$ cat src/rtl/write_back_unit_pkg.sv
// write_back_unit_pkg
//   Shared constants and types for the Risky write-back stage.
//   DATA_SIZE / GPR_SIZE : default register data width and register index width
//   WB_QUEUE_DEPTH       : entries in the write queue (two sources, one write port)
//   wb_state_t           : load-tracking FSM states
package write_back_unit_pkg;

    localparam int DATA_SIZE      = 16;
    localparam int GPR_SIZE       = 3;
    localparam int WB_QUEUE_DEPTH = 2;

    typedef enum logic {
        WB_IDLE      = 1'b0,
        WB_LOAD_WAIT = 1'b1
    } wb_state_t;

endpackage

$ cat src/rtl/write_back_unit_wb_queue.sv
// write_back_unit_wb_queue
//   Two-entry FIFO of {addr, data} pairs feeding the register-file write port.
//   clock, reset            : rising-edge clock, asynchronous active-high reset
//   i_push_a / i_push_b     : up to two pushes per cycle; a is enqueued ahead of b
//   i_pop                   : remove the head entry
//   o_count                 : current occupancy (0..2)
//   o_valid[1:0]            : per-entry valid, entry 0 is the head
//   o_head_* / o_tail_*     : oldest and newest entries, used for write-back and bypass
module write_back_unit_wb_queue
    import write_back_unit_pkg::*;
#(
    parameter int DATA_WIDTH = DATA_SIZE,
    parameter int ADDR_WIDTH = GPR_SIZE
) (
    input  logic                  clock,
    input  logic                  reset,
    input  logic                  i_push_a,
    input  logic [ADDR_WIDTH-1:0] i_push_a_addr,
    input  logic [DATA_WIDTH-1:0] i_push_a_data,
    input  logic                  i_push_b,
    input  logic [ADDR_WIDTH-1:0] i_push_b_addr,
    input  logic [DATA_WIDTH-1:0] i_push_b_data,
    input  logic                  i_pop,
    output logic [1:0]            o_count,
    output logic [1:0]            o_valid,
    output logic [ADDR_WIDTH-1:0] o_head_addr,
    output logic [DATA_WIDTH-1:0] o_head_data,
    output logic [ADDR_WIDTH-1:0] o_tail_addr,
    output logic [DATA_WIDTH-1:0] o_tail_data
);

    localparam logic [1:0] FULL = 2'(WB_QUEUE_DEPTH);

    logic [ADDR_WIDTH-1:0] r_addr [WB_QUEUE_DEPTH];
    logic [DATA_WIDTH-1:0] r_data [WB_QUEUE_DEPTH];
    logic [1:0]            r_count;

    logic [ADDR_WIDTH-1:0] w_addr [WB_QUEUE_DEPTH];
    logic [DATA_WIDTH-1:0] w_data [WB_QUEUE_DEPTH];
    logic [1:0]            w_count;

    // Pop shifts entry 1 down first, then pushes append behind whatever remains.
    always_comb begin
        w_addr  = r_addr;
        w_data  = r_data;
        w_count = r_count;
        if (i_pop && (r_count != 2'd0)) begin
            w_addr[0] = r_addr[1];
            w_data[0] = r_data[1];
            w_count   = r_count - 2'd1;
        end
        if (i_push_a && (w_count < FULL)) begin
            w_addr[w_count[0]] = i_push_a_addr;
            w_data[w_count[0]] = i_push_a_data;
            w_count            = w_count + 2'd1;
        end
        if (i_push_b && (w_count < FULL)) begin
            w_addr[w_count[0]] = i_push_b_addr;
            w_data[w_count[0]] = i_push_b_data;
            w_count            = w_count + 2'd1;
        end
    end

    always_ff @(posedge clock or posedge reset) begin
        if (reset) begin
            r_count <= '0;
            for (int i = 0; i < WB_QUEUE_DEPTH; i++) begin
                r_addr[i] <= '0;
                r_data[i] <= '0;
            end
        end else begin
            r_count <= w_count;
            r_addr  <= w_addr;
            r_data  <= w_data;
        end
    end

    assign o_count     = r_count;
    assign o_valid     = {r_count == FULL, r_count != 2'd0};
    assign o_head_addr = r_addr[0];
    assign o_head_data = r_data[0];
    assign o_tail_addr = (r_count == FULL) ? r_addr[1] : r_addr[0];
    assign o_tail_data = (r_count == FULL) ? r_data[1] : r_data[0];

endmodule

$ cat src/rtl/write_back_unit.sv
// write_back_unit
//   Final pipeline stage: owns the register-file write port, merging ALU results
//   and asynchronous load returns through a two-entry write queue.
//   clock, reset                 : rising-edge clock, asynchronous active-high reset
//   halt                         : global freeze (load returns still captured)
//   alu_valid/alu_dest/alu_data  : ALU result from execute
//   load_issue/load_dest         : a LOAD was issued this cycle
//   mem_ready/mem_data           : load data return (single-cycle pulse)
//   read_address0/1              : operand-read addresses for bypass and hazard check
//   write_enable/address/data    : registered register-file write port
//   bypass_hit0/1, bypass_data0/1: newer-than-regfile value for each read address
//   hazard_stall                 : upstream must hold its outputs
//   load_error                   : one-cycle pulse when a load times out
//   debug_state                  : current load-tracking FSM state
//
// Handshake: an ALU result is taken only in a cycle where alu_valid=1,
// hazard_stall=0 and halt=0; otherwise upstream keeps presenting it.
// mem_ready is never back-pressured.
module write_back_unit
    import write_back_unit_pkg::*;
#(
    parameter int DATA_WIDTH   = DATA_SIZE,
    parameter int ADDR_WIDTH   = GPR_SIZE,
    parameter int LOAD_TIMEOUT = 255
) (
    input  logic                  clock,
    input  logic                  reset,
    input  logic                  halt,
    input  logic                  alu_valid,
    input  logic [ADDR_WIDTH-1:0] alu_dest,
    input  logic [DATA_WIDTH-1:0] alu_data,
    input  logic                  load_issue,
    input  logic [ADDR_WIDTH-1:0] load_dest,
    input  logic                  mem_ready,
    input  logic [DATA_WIDTH-1:0] mem_data,
    input  logic [ADDR_WIDTH-1:0] read_address0,
    input  logic [ADDR_WIDTH-1:0] read_address1,
    output logic                  write_enable,
    output logic [ADDR_WIDTH-1:0] write_address,
    output logic [DATA_WIDTH-1:0] write_data,
    output logic                  bypass_hit0,
    output logic [DATA_WIDTH-1:0] bypass_data0,
    output logic                  bypass_hit1,
    output logic [DATA_WIDTH-1:0] bypass_data1,
    output logic                  hazard_stall,
    output logic                  load_error,
    output wb_state_t             debug_state
);

    localparam int CNT_W = $clog2(LOAD_TIMEOUT + 1);
    localparam logic [CNT_W-1:0] LAST_WAIT = CNT_W'(LOAD_TIMEOUT - 1);

    wb_state_t             r_state, w_state_next;
    logic [ADDR_WIDTH-1:0] r_pending_dest, w_pending_dest_next;
    logic [CNT_W-1:0]      r_timeout_count, w_timeout_count_next;
    logic                  r_load_error, w_load_error_next;

    logic                  r_write_enable, w_write_enable_next;
    logic [ADDR_WIDTH-1:0] r_write_address, w_write_address_next;
    logic [DATA_WIDTH-1:0] r_write_data, w_write_data_next;

    logic                  w_load_valid;
    logic                  w_alu_accept;
    logic                  w_hazard_stall;

    logic                  w_push_a, w_push_b, w_pop;
    logic [ADDR_WIDTH-1:0] w_push_a_addr;
    logic [DATA_WIDTH-1:0] w_push_a_data;
    logic [1:0]            w_q_count;
    logic [1:0]            w_q_valid;
    logic [ADDR_WIDTH-1:0] w_q_head_addr, w_q_tail_addr;
    logic [DATA_WIDTH-1:0] w_q_head_data, w_q_tail_data;
    logic [DATA_WIDTH:0]   w_bypass0, w_bypass1;

    write_back_unit_wb_queue #(
        .DATA_WIDTH(DATA_WIDTH),
        .ADDR_WIDTH(ADDR_WIDTH)
    ) u_queue (
        .clock        (clock),
        .reset        (reset),
        .i_push_a     (w_push_a),
        .i_push_a_addr(w_push_a_addr),
        .i_push_a_data(w_push_a_data),
        .i_push_b     (w_push_b),
        .i_push_b_addr(alu_dest),
        .i_push_b_data(alu_data),
        .i_pop        (w_pop),
        .o_count      (w_q_count),
        .o_valid      (w_q_valid),
        .o_head_addr  (w_q_head_addr),
        .o_head_data  (w_q_head_data),
        .o_tail_addr  (w_q_tail_addr),
        .o_tail_data  (w_q_tail_data)
    );

    // A load return counts only while a load is outstanding, halted or not.
    assign w_load_valid = (r_state == WB_LOAD_WAIT) && mem_ready;

    assign w_hazard_stall = (w_q_count == 2'(WB_QUEUE_DEPTH))
                          | ((r_state == WB_LOAD_WAIT)
                             & ((read_address0 == r_pending_dest)
                                | (read_address1 == r_pending_dest)
                                | load_issue));

    assign w_alu_accept = alu_valid && !w_hazard_stall && !halt;

    // Load-tracking FSM
    always_comb begin
        w_state_next         = r_state;
        w_pending_dest_next  = r_pending_dest;
        w_timeout_count_next = r_timeout_count;
        w_load_error_next    = 1'b0;
        case (r_state)
            WB_IDLE: begin
                if (load_issue && !halt) begin
                    w_state_next         = WB_LOAD_WAIT;
                    w_pending_dest_next  = load_dest;
                    w_timeout_count_next = '0;
                end
            end
            WB_LOAD_WAIT: begin
                if (mem_ready) begin
                    w_state_next = WB_IDLE;
                end else if (!halt) begin
                    if (r_timeout_count == LAST_WAIT) begin
                        w_state_next      = WB_IDLE;
                        w_load_error_next = 1'b1;
                    end else begin
                        w_timeout_count_next = r_timeout_count + 1'b1;
                    end
                end
            end
            default: w_state_next = WB_IDLE;
        endcase
    end

    // Write-port arbitration: queue head > load result > ALU result.
    // Losers are queued load-first so writes retire in arrival order.
    always_comb begin
        w_write_enable_next  = 1'b0;
        w_write_address_next = r_write_address;
        w_write_data_next    = r_write_data;
        w_pop                = 1'b0;
        w_push_a             = 1'b0;
        w_push_a_addr        = r_pending_dest;
        w_push_a_data        = mem_data;
        w_push_b             = 1'b0;
        if (halt) begin
            w_push_a = w_load_valid;
        end else if (w_q_count != 2'd0) begin
            w_write_enable_next  = 1'b1;
            w_write_address_next = w_q_head_addr;
            w_write_data_next    = w_q_head_data;
            w_pop                = 1'b1;
            w_push_a             = w_load_valid;
            w_push_b             = w_alu_accept;
        end else if (w_load_valid) begin
            w_write_enable_next  = 1'b1;
            w_write_address_next = r_pending_dest;
            w_write_data_next    = mem_data;
            w_push_a             = w_alu_accept;
            w_push_a_addr        = alu_dest;
            w_push_a_data        = alu_data;
        end else if (w_alu_accept) begin
            w_write_enable_next  = 1'b1;
            w_write_address_next = alu_dest;
            w_write_data_next    = alu_data;
        end
    end

    always_ff @(posedge clock or posedge reset) begin
        if (reset) begin
            r_state         <= WB_IDLE;
            r_pending_dest  <= '0;
            r_timeout_count <= '0;
            r_load_error    <= 1'b0;
            r_write_enable  <= 1'b0;
            r_write_address <= '0;
            r_write_data    <= '0;
        end else begin
            r_state         <= w_state_next;
            r_pending_dest  <= w_pending_dest_next;
            r_timeout_count <= w_timeout_count_next;
            r_load_error    <= w_load_error_next;
            r_write_enable  <= w_write_enable_next;
            r_write_address <= w_write_address_next;
            r_write_data    <= w_write_data_next;
        end
    end

    // Bypass: queue tail is newest, then the head (only distinct when two
    // entries are held), then the value on the write port.
    assign w_bypass0 = (w_q_valid[0] && (read_address0 == w_q_tail_addr)) ? {1'b1, w_q_tail_data} :
                       (w_q_valid[1] && (read_address0 == w_q_head_addr)) ? {1'b1, w_q_head_data} :
                       (r_write_enable && (read_address0 == r_write_address)) ? {1'b1, r_write_data} :
                       '0;
    assign w_bypass1 = (w_q_valid[0] && (read_address1 == w_q_tail_addr)) ? {1'b1, w_q_tail_data} :
                       (w_q_valid[1] && (read_address1 == w_q_head_addr)) ? {1'b1, w_q_head_data} :
                       (r_write_enable && (read_address1 == r_write_address)) ? {1'b1, r_write_data} :
                       '0;

    assign bypass_hit0   = w_bypass0[DATA_WIDTH];
    assign bypass_data0  = w_bypass0[DATA_WIDTH-1:0];
    assign bypass_hit1   = w_bypass1[DATA_WIDTH];
    assign bypass_data1  = w_bypass1[DATA_WIDTH-1:0];
    assign hazard_stall  = w_hazard_stall;
    assign load_error    = r_load_error;
    assign write_enable  = r_write_enable;
    assign write_address = r_write_address;
    assign write_data    = r_write_data;
    assign debug_state   = r_state;

endmodule

$ cat config.mk
export PLATFORM = sky130hd
export DESIGN_NAME = write_back_unit
export DESIGN_NICKNAME = d
export VERILOG_FILES = /design/src/rtl/write_back_unit_pkg.sv /design/src/rtl/write_back_unit_wb_queue.sv /design/src/rtl/write_back_unit.sv
export SDC_FILE = /design/constraint.sdc
export NUM_CORES = 1
export LEC_CHECK = 0
export CELL_PAD_IN_SITES_DETAIL_PLACEMENT = 1
export CELL_PAD_IN_SITES_GLOBAL_PLACEMENT = 1
export CORE_ASPECT_RATIO = 0.5
export CORE_UTILIZATION = 42
export CTS_CLUSTER_SIZE = 28
export DETAILED_ROUTE_END_ITERATION = 12
export HOLD_SLACK_MARGIN = 0.12
export MAX_ROUTING_LAYER = met4
export PLACE_DENSITY = 0.93
export SLEW_MARGIN = 30
export SYNTH_ARGS = -nofsm -noshare
export SYNTH_HDL_FRONTEND = slang
export SYNTH_SLANG_ARGS = --single-unit
$ cat constraint.sdc
create_clock -name clock -period 5.81 [get_ports clock]
set_clock_uncertainty 0.05 [all_clocks]
set_input_delay 1.162 -clock clock [delete_from_list [all_inputs] [get_ports clock]]
set_output_delay 1.162 -clock clock [all_outputs]
set_load 0.05 [all_outputs]
==> results.cfg, run 1 <==
[status]
outcome = finished, final reports clean

[cts]
cts_buffers = 9
cts.clk_slew.worst_paths_ns = 0.06
cts_setup_buffers = 0
cts-root-buf = clkbuf_16
cts_resized = 0
numClockSinks = 73
clock_latency_ns = 0.34
clockBufferDepth = 2
cts_tree = done
cts_max_level = 3
ctsHoldBuffers = 0

[setup_path]
critPathMaxFanout = 18
cp_slowest_stage_delay_ns = 0.91
rr_endpoint = u_queue.r_data[4]
path_cells = clkdlybuf4s50_1 > xnor2_1 > and4_1 > nor2_1 > buf_4 > a22oi_1 > o21ai_0 > buf_12
critPathArrivalTime_ns = 4.04
crit_slowest_cell = and4_1
critPathRequiredTime_ns = 4.60
cp-end-kind = output pin
worstSetupPathType = input port to output pin
crit_buf_inv = 3
start_kind = input port
ff2ff_setup_slack_ns = 1.88
reg2reg_depth = 7
reg2reg_from = u_queue.o_count[0]
crit_family = buffers and inverters

[cells_and_area]
fillers = 1344
syn_to_final_growth_pct = 34.90
design_area_um2 = 7027
drive_above_1_share = 0.1563
nets = 759
num_antenna_cells = 0
fin_util = 0.5882

[floorplan]
rows = 28
die_y_um = 80.75
start_util = 0.4360
die_area_um2 = 12880
ios = 107
fp.coreArea_um2 = 11950
die_x_um = 159.5

[drt]
routedWlPerCell_um = 26.61
first_pass_iters = 6
vias = 5803
drt-initial-drc-count = 718
drc = 0
routed_wl_um = 23280
final_antenna_net_count = 0
vias_per_cell = 6.632

[power_and_ir_drop]
swShare = 0.5116
p_seq_frac = 0.213
power_switching_mw = 2.482
power_mw = 4.852
p_comb_frac = 0.660
p_per_area_nw_per_um2 = 690.5
p_clk_frac = 0.128
intPower_mw = 2.370
ir_worst_vdd_v = 0.0003540
p_leak_nw = 3.126

[timing]
finalWorstSetupSlack_ns = 0.5596
finalSetupViolCount = 0
post-route-period-util = 0.9037
rsz0062_at_grt = false
drv_slew = 0
setup_tns_ns = 0
slew_headroom = 0.3166
worstMarginPinSlew_ns = 1.025
hold_viol_final = 0
fmax_ghz = 0.1905
period_needed_ns = 5.250

[synth]
synth_top_area_cell = dfrtp_1
synth_seq_cells = 73
syn_nets = 677
ys_async_sr_fraction = 1.000
netlist_instances = 623
synth.most_common_cell = o21ai_0
synth_edf_count = 0
yosys-top-cells-area = dfrtp_1 (35%), mux2i_1 (8.5%), mux2_2 (7.6%)
synthTopCellsByCount = o21ai_0 (74), dfrtp_1 (73), nand2_1 (69), nor2_1 (57)
syn-cell-area_um2 = 5209
synth_top_area_frac = 0.3507
ys_seq_area_frac = 0.3507
avgSynthCellArea_um2 = 8.361
yosysWarnings = 0
ys.flop_type = dfrtp_1
synthDistinctLibCells = 48

[global_route]
grt_use_total = 0.3784
gr-max-usage-layer = met2
grtUsageMet1 = 0.4452
grt_first_pass_wirelength_um = 35850
grt_max_degree = 59
met3_usage = 0.08172
grt_pass1_vias = 6209
use_met2 = 0.6057
antenna_found_initial = 0
grt_overflow_total = 0

[placed_design]
post-place-ws_ns = 0.8051
placed_area_um2 = 6705
gp_congestion = 0.8532
port_buffers = 106
place_hpwl_um = 14040

[worst_hold_path]
min_path_cells = 2
min_to = u_queue.r_data[0]
hp-start = u_queue.r_data[0]
hp-class = flop to flop

[run]
max-cap-violations = 0
## placed cells by master, fill, tap and decap left out, types with 8 or more instances in the layout
cell type	netlist	layout
nand4_1	8	8
mux2i_1	44	44
a22oi_1	33	33
a21oi_1	21	21
xnor2_1	22	22
xor2_1	9	9
dfrtp_1	73	73
clkdlybuf4s50_1	0	74
nor2_1	57	56
nand3_1	21	21
clkbuf_16	0	9
o21ai_0	74	73
a221oi_1	19	19
buf_12	0	32
inv_1	44	43
mux2_2	35	35
nand2_1	69	69
buf_4	1	13
## sequential cells by signal, summed over array words and instances, names as in the netlist
| register | cells |
|---|---|
| r_pending_dest | 3 |
| write_data | 16 |
| write_address | 3 |
| write_enable | 1 |
| r_timeout_count | 8 |
| u_queue.o_count | 2 |
| u_queue.o_head_data | 16 |
| u_queue.o_head_addr | 3 |
| u_queue.r_addr | 3 |
| load_error | 1 |
| u_queue.r_data | 16 |
| debug_state | 1 |
## worst register-to-register path: stages (launching register included)
cell and delay (ns):
dfrtp_1 0.57, inv_1 0.30, ha_2 0.43, buf_4 0.62, nand4_1 0.24, or4b_2 0.71
a21bo_2 0.60, a221oi_1 0.23
## metal layers
layer  routed length, um  up-vias  part of all wire
met4                1261        0             0.054
met1                9159     2883              0.39
met2               10920      430              0.47
met3                1943      132             0.083
li1                    -     2358                 -
met5                   0        -                 0
## logic make-up after synthesis
logic type	synth area share
xor gates and xnor gates	0.05213
muxes	0.1602
adders and majority gates	0.009609
and+or+nand+nor	0.1605
AOI/OAI and AO/OA	0.1934
buffers and inverters	0.07350
DFF	0.3507
## area by class of cell
| type | instances | area (um2) | share of cell area |
|---|---|---|---|
| Multi-Input combinational cell | 458 | 3025 | 0.4306 |
| Sequential cell | 73 | 1827 | 0.2600 |
| Timing Repair Buffer | 119 | 1479 | 0.2105 |
| Clock buffer | 11 | 242.7 | 0.03454 |
| Tap cell | 165 | 206.4 | 0.02938 |
| Inverter | 44 | 167.7 | 0.02386 |
| Clock inverter | 5 | 78.83 | 0.01122 |
## power by group through the flow
stage | clock [mW] | sequential (mW) | combinational [mW]
5_1_grt | 0.640 | 1.05 | 3.32
2_1_floorplan | 0 | 1.14 | 1.63
6_report | 0.620 | 1.03 | 3.20
4_1_cts | 0.615 | 1.02 | 3.16
3_5_place_dp | 0 | 1.00 | 3.05
3_3_place_gp | 0 | 0.974 | 2.92
## per-stage QoR
stage / hold slack [ns] / instances
after global placement: 0.4670 / 859
final: 0.5285 / 875
after global routing: 0.5441 / 875
after detailed placement: 0.4997 / 859
after CTS: 0.5241 / 875
after floorplan: 0.4466 / 623
## worst max path at each step
stage / startpoint / depth (start not counted) / endpoint / slack (ns)
2_1_floorplan: read_address0[1] / 8 / bypass_data0[10] / 1.03
3_3_place_gp: read_address0[1] / 5 / bypass_hit0 / 0.93
3_5_place_dp: read_address0[1] / 5 / bypass_hit0 / 0.81
4_1_cts: read_address0[1] / 8 / bypass_data0[10] / 0.67
5_1_grt: read_address0[0] / 8 / bypass_data0[10] / 0.56
6_report: read_address0[1] / 8 / bypass_data0[10] / 0.56
(Power assumes the default switching activity.)
==> run 2: changes to the inputs <==
--- a/config.mk
+++ b/config.mk
@@ -9,11 +9,14 @@
 export CELL_PAD_IN_SITES_GLOBAL_PLACEMENT = 1
 export CORE_ASPECT_RATIO = 0.5
 export CORE_UTILIZATION = 42
+export CTS_CLUSTER_DIAMETER = 80
 export CTS_CLUSTER_SIZE = 28
 export DETAILED_ROUTE_END_ITERATION = 12
 export HOLD_SLACK_MARGIN = 0.12
 export MAX_ROUTING_LAYER = met4
 export PLACE_DENSITY = 0.93
+export REMOVE_ABC_BUFFERS = 1
+export SKIP_CTS_REPAIR_TIMING = 1
 export SLEW_MARGIN = 30
 export SYNTH_ARGS = -nofsm -noshare
 export SYNTH_HDL_FRONTEND = slang
==> results.cfg, run 2 (synthesis gave the netlist of run 1 again) <==
[status]
outcome = finished, final reports clean

[worst_hold_path]
hp-class = flop to flop
min_path_cells = 2

[setup_path]
cp-startpoint = u_queue.o_count[0]
ff2ff_setup_slack_ns = 1.92
rr_endpoint = u_queue.r_data[11]
reg2reg_depth = 8
cp-end-kind = output pin
start_kind = flop
critPathMaxFanout = 14
worstSetupPathType = flop to output pin
reg2reg_from = u_queue.o_count[0]
critPathCapture = bypass_hit1
critPathArrivalTime_ns = 3.94
critPathRequiredTime_ns = 4.60

[placed_design]
post-place-ws_ns = 0.9456
port_buffers = 106
place_hpwl_um = 13340
dpl.cell_count = 862
placed_area_um2 = 6730
gp_congestion = 0.8468

[floorplan]
rows = 28
die_area_um2 = 12880
die_x_um = 159.5
fp.coreArea_um2 = 11950
die_y_um = 80.75
ios = 107
start_util = 0.4360

[power_and_ir_drop]
p_seq_frac = 0.214
p_leak_nw = 3.140
power_mw = 4.798
p_comb_frac = 0.661
p_per_area_nw_per_um2 = 681.8
intPower_mw = 2.341
swShare = 0.5122
p_clk_frac = 0.125
power_switching_mw = 2.457
ir_worst_vdd_v = 0.0002676

[cts]
numClockSinks = 73
clock_latency_ns = 0.36
cts.clk_slew.worst_paths_ns = 0.06
cts-root-buf = clkbuf_16
cts_buffers = 9
cts_max_level = 3
cts_tree = done
clockBufferDepth = 2

[timing]
hold_viol_final = 0
finalSetupViolCount = 0
rsz0062_at_grt = false
hold_ws_ns = 0.4978
fmax_ghz = 0.1943
finalWorstSetupSlack_ns = 0.6628
drv_slew = 0
post-route-period-util = 0.8859
period_needed_ns = 5.147
slew_headroom = 0.3796
worstMarginPinSlew_ns = 0.9283
setup_tns_ns = 0

[cells_and_area]
layout_common_cells = clkdlybuf4s50_1 (74), o21ai_0 (73), dfrtp_1 (73)
fin_util = 0.5890
stdcell_count = 878
nets = 762
design_area_um2 = 7037
seq_area_um2 = 1827
layout.cells.most_common = clkdlybuf4s50_1
multi_input_area_um2 = 3018
drive_above_1_share = 0.1599
syn_to_final_growth_pct = 35.09
num_antenna_cells = 0
fillers = 1324

[drt]
vias_per_cell = 6.485
drc = 0
routedWlPerCell_um = 24.95
drt-initial-drc-count = 491
first_pass_iters = 5
vias = 5694
routed_wl_um = 21910
final_antenna_net_count = 0

[run]
max-cap-violations = 0

[global_route]
grt_first_pass_wirelength_um = 34300
grt_pass1_vias = 6248
grt_max_degree = 70
grt_use_total = 0.3610
grt_overflow_total = 0
antenna_found_initial = 0
[run 2: cell count changes in the layout (fill, tap and decap cells not counted), sizes merged]
cell | previous run | this run
clkinv | 3 | 4
buf | 45 | 48
bufinv | 2 | 1
[run 2: final cells by class]
cell class / count / area share
multi-input combinational: 458 / 0.4289
sequential: 73 / 0.2596
inverter: 44 / 0.02347
clock inverter: 5 / 0.007646
clock buffer: 11 / 0.03592
timing repair buffer: 122 / 0.2151
tap: 165 / 0.02934
[run 2: worst min-delay path by stage]
stage | start | end | slack, ns
after floorplan | r_timeout_count[4] | r_timeout_count[4] | 0.45
after global placement | r_timeout_count[4] | r_timeout_count[4] | 0.46
after detailed placement | r_timeout_count[6] | r_timeout_count[6] | 0.48
after CTS | r_timeout_count[6] | r_timeout_count[6] | 0.50
after global routing | r_timeout_count[6] | r_timeout_count[6] | 0.52
final | r_timeout_count[6] | r_timeout_count[6] | 0.50
[run 2: per-layer routing]
layer	share of wire	global-route usage	vias up
met5	0	-	-
met4	0.060	0.2442	0
met3	0.079	0.09448	124
met2	0.48	0.6044	355
met1	0.38	0.3886	2845
li1	-	-	2370
[run 2: critical path, stage by stage (launching register included)]
cell and delay (ns):
dfrtp_1 0.55, inv_1 0.31, ha_1 0.75, mux2i_1 0.46
xnor2_1 0.21, nor4_2 0.08, or3b_2 0.49, clkdlybuf4s50_1 0.72
[run 2: power groups by stage]
| stage | clock network (mW) | logic [mW] | registers, mW |
|---|---|---|---|
| floorplan | 0 | 1.58 | 1.15 |
| global placement | 0 | 2.91 | 0.973 |
| detailed placement | 0 | 3.05 | 1.00 |
| CTS | 0.601 | 3.14 | 1.01 |
| global route | 0.619 | 3.31 | 1.04 |
| finish | 0.600 | 3.17 | 1.03 |
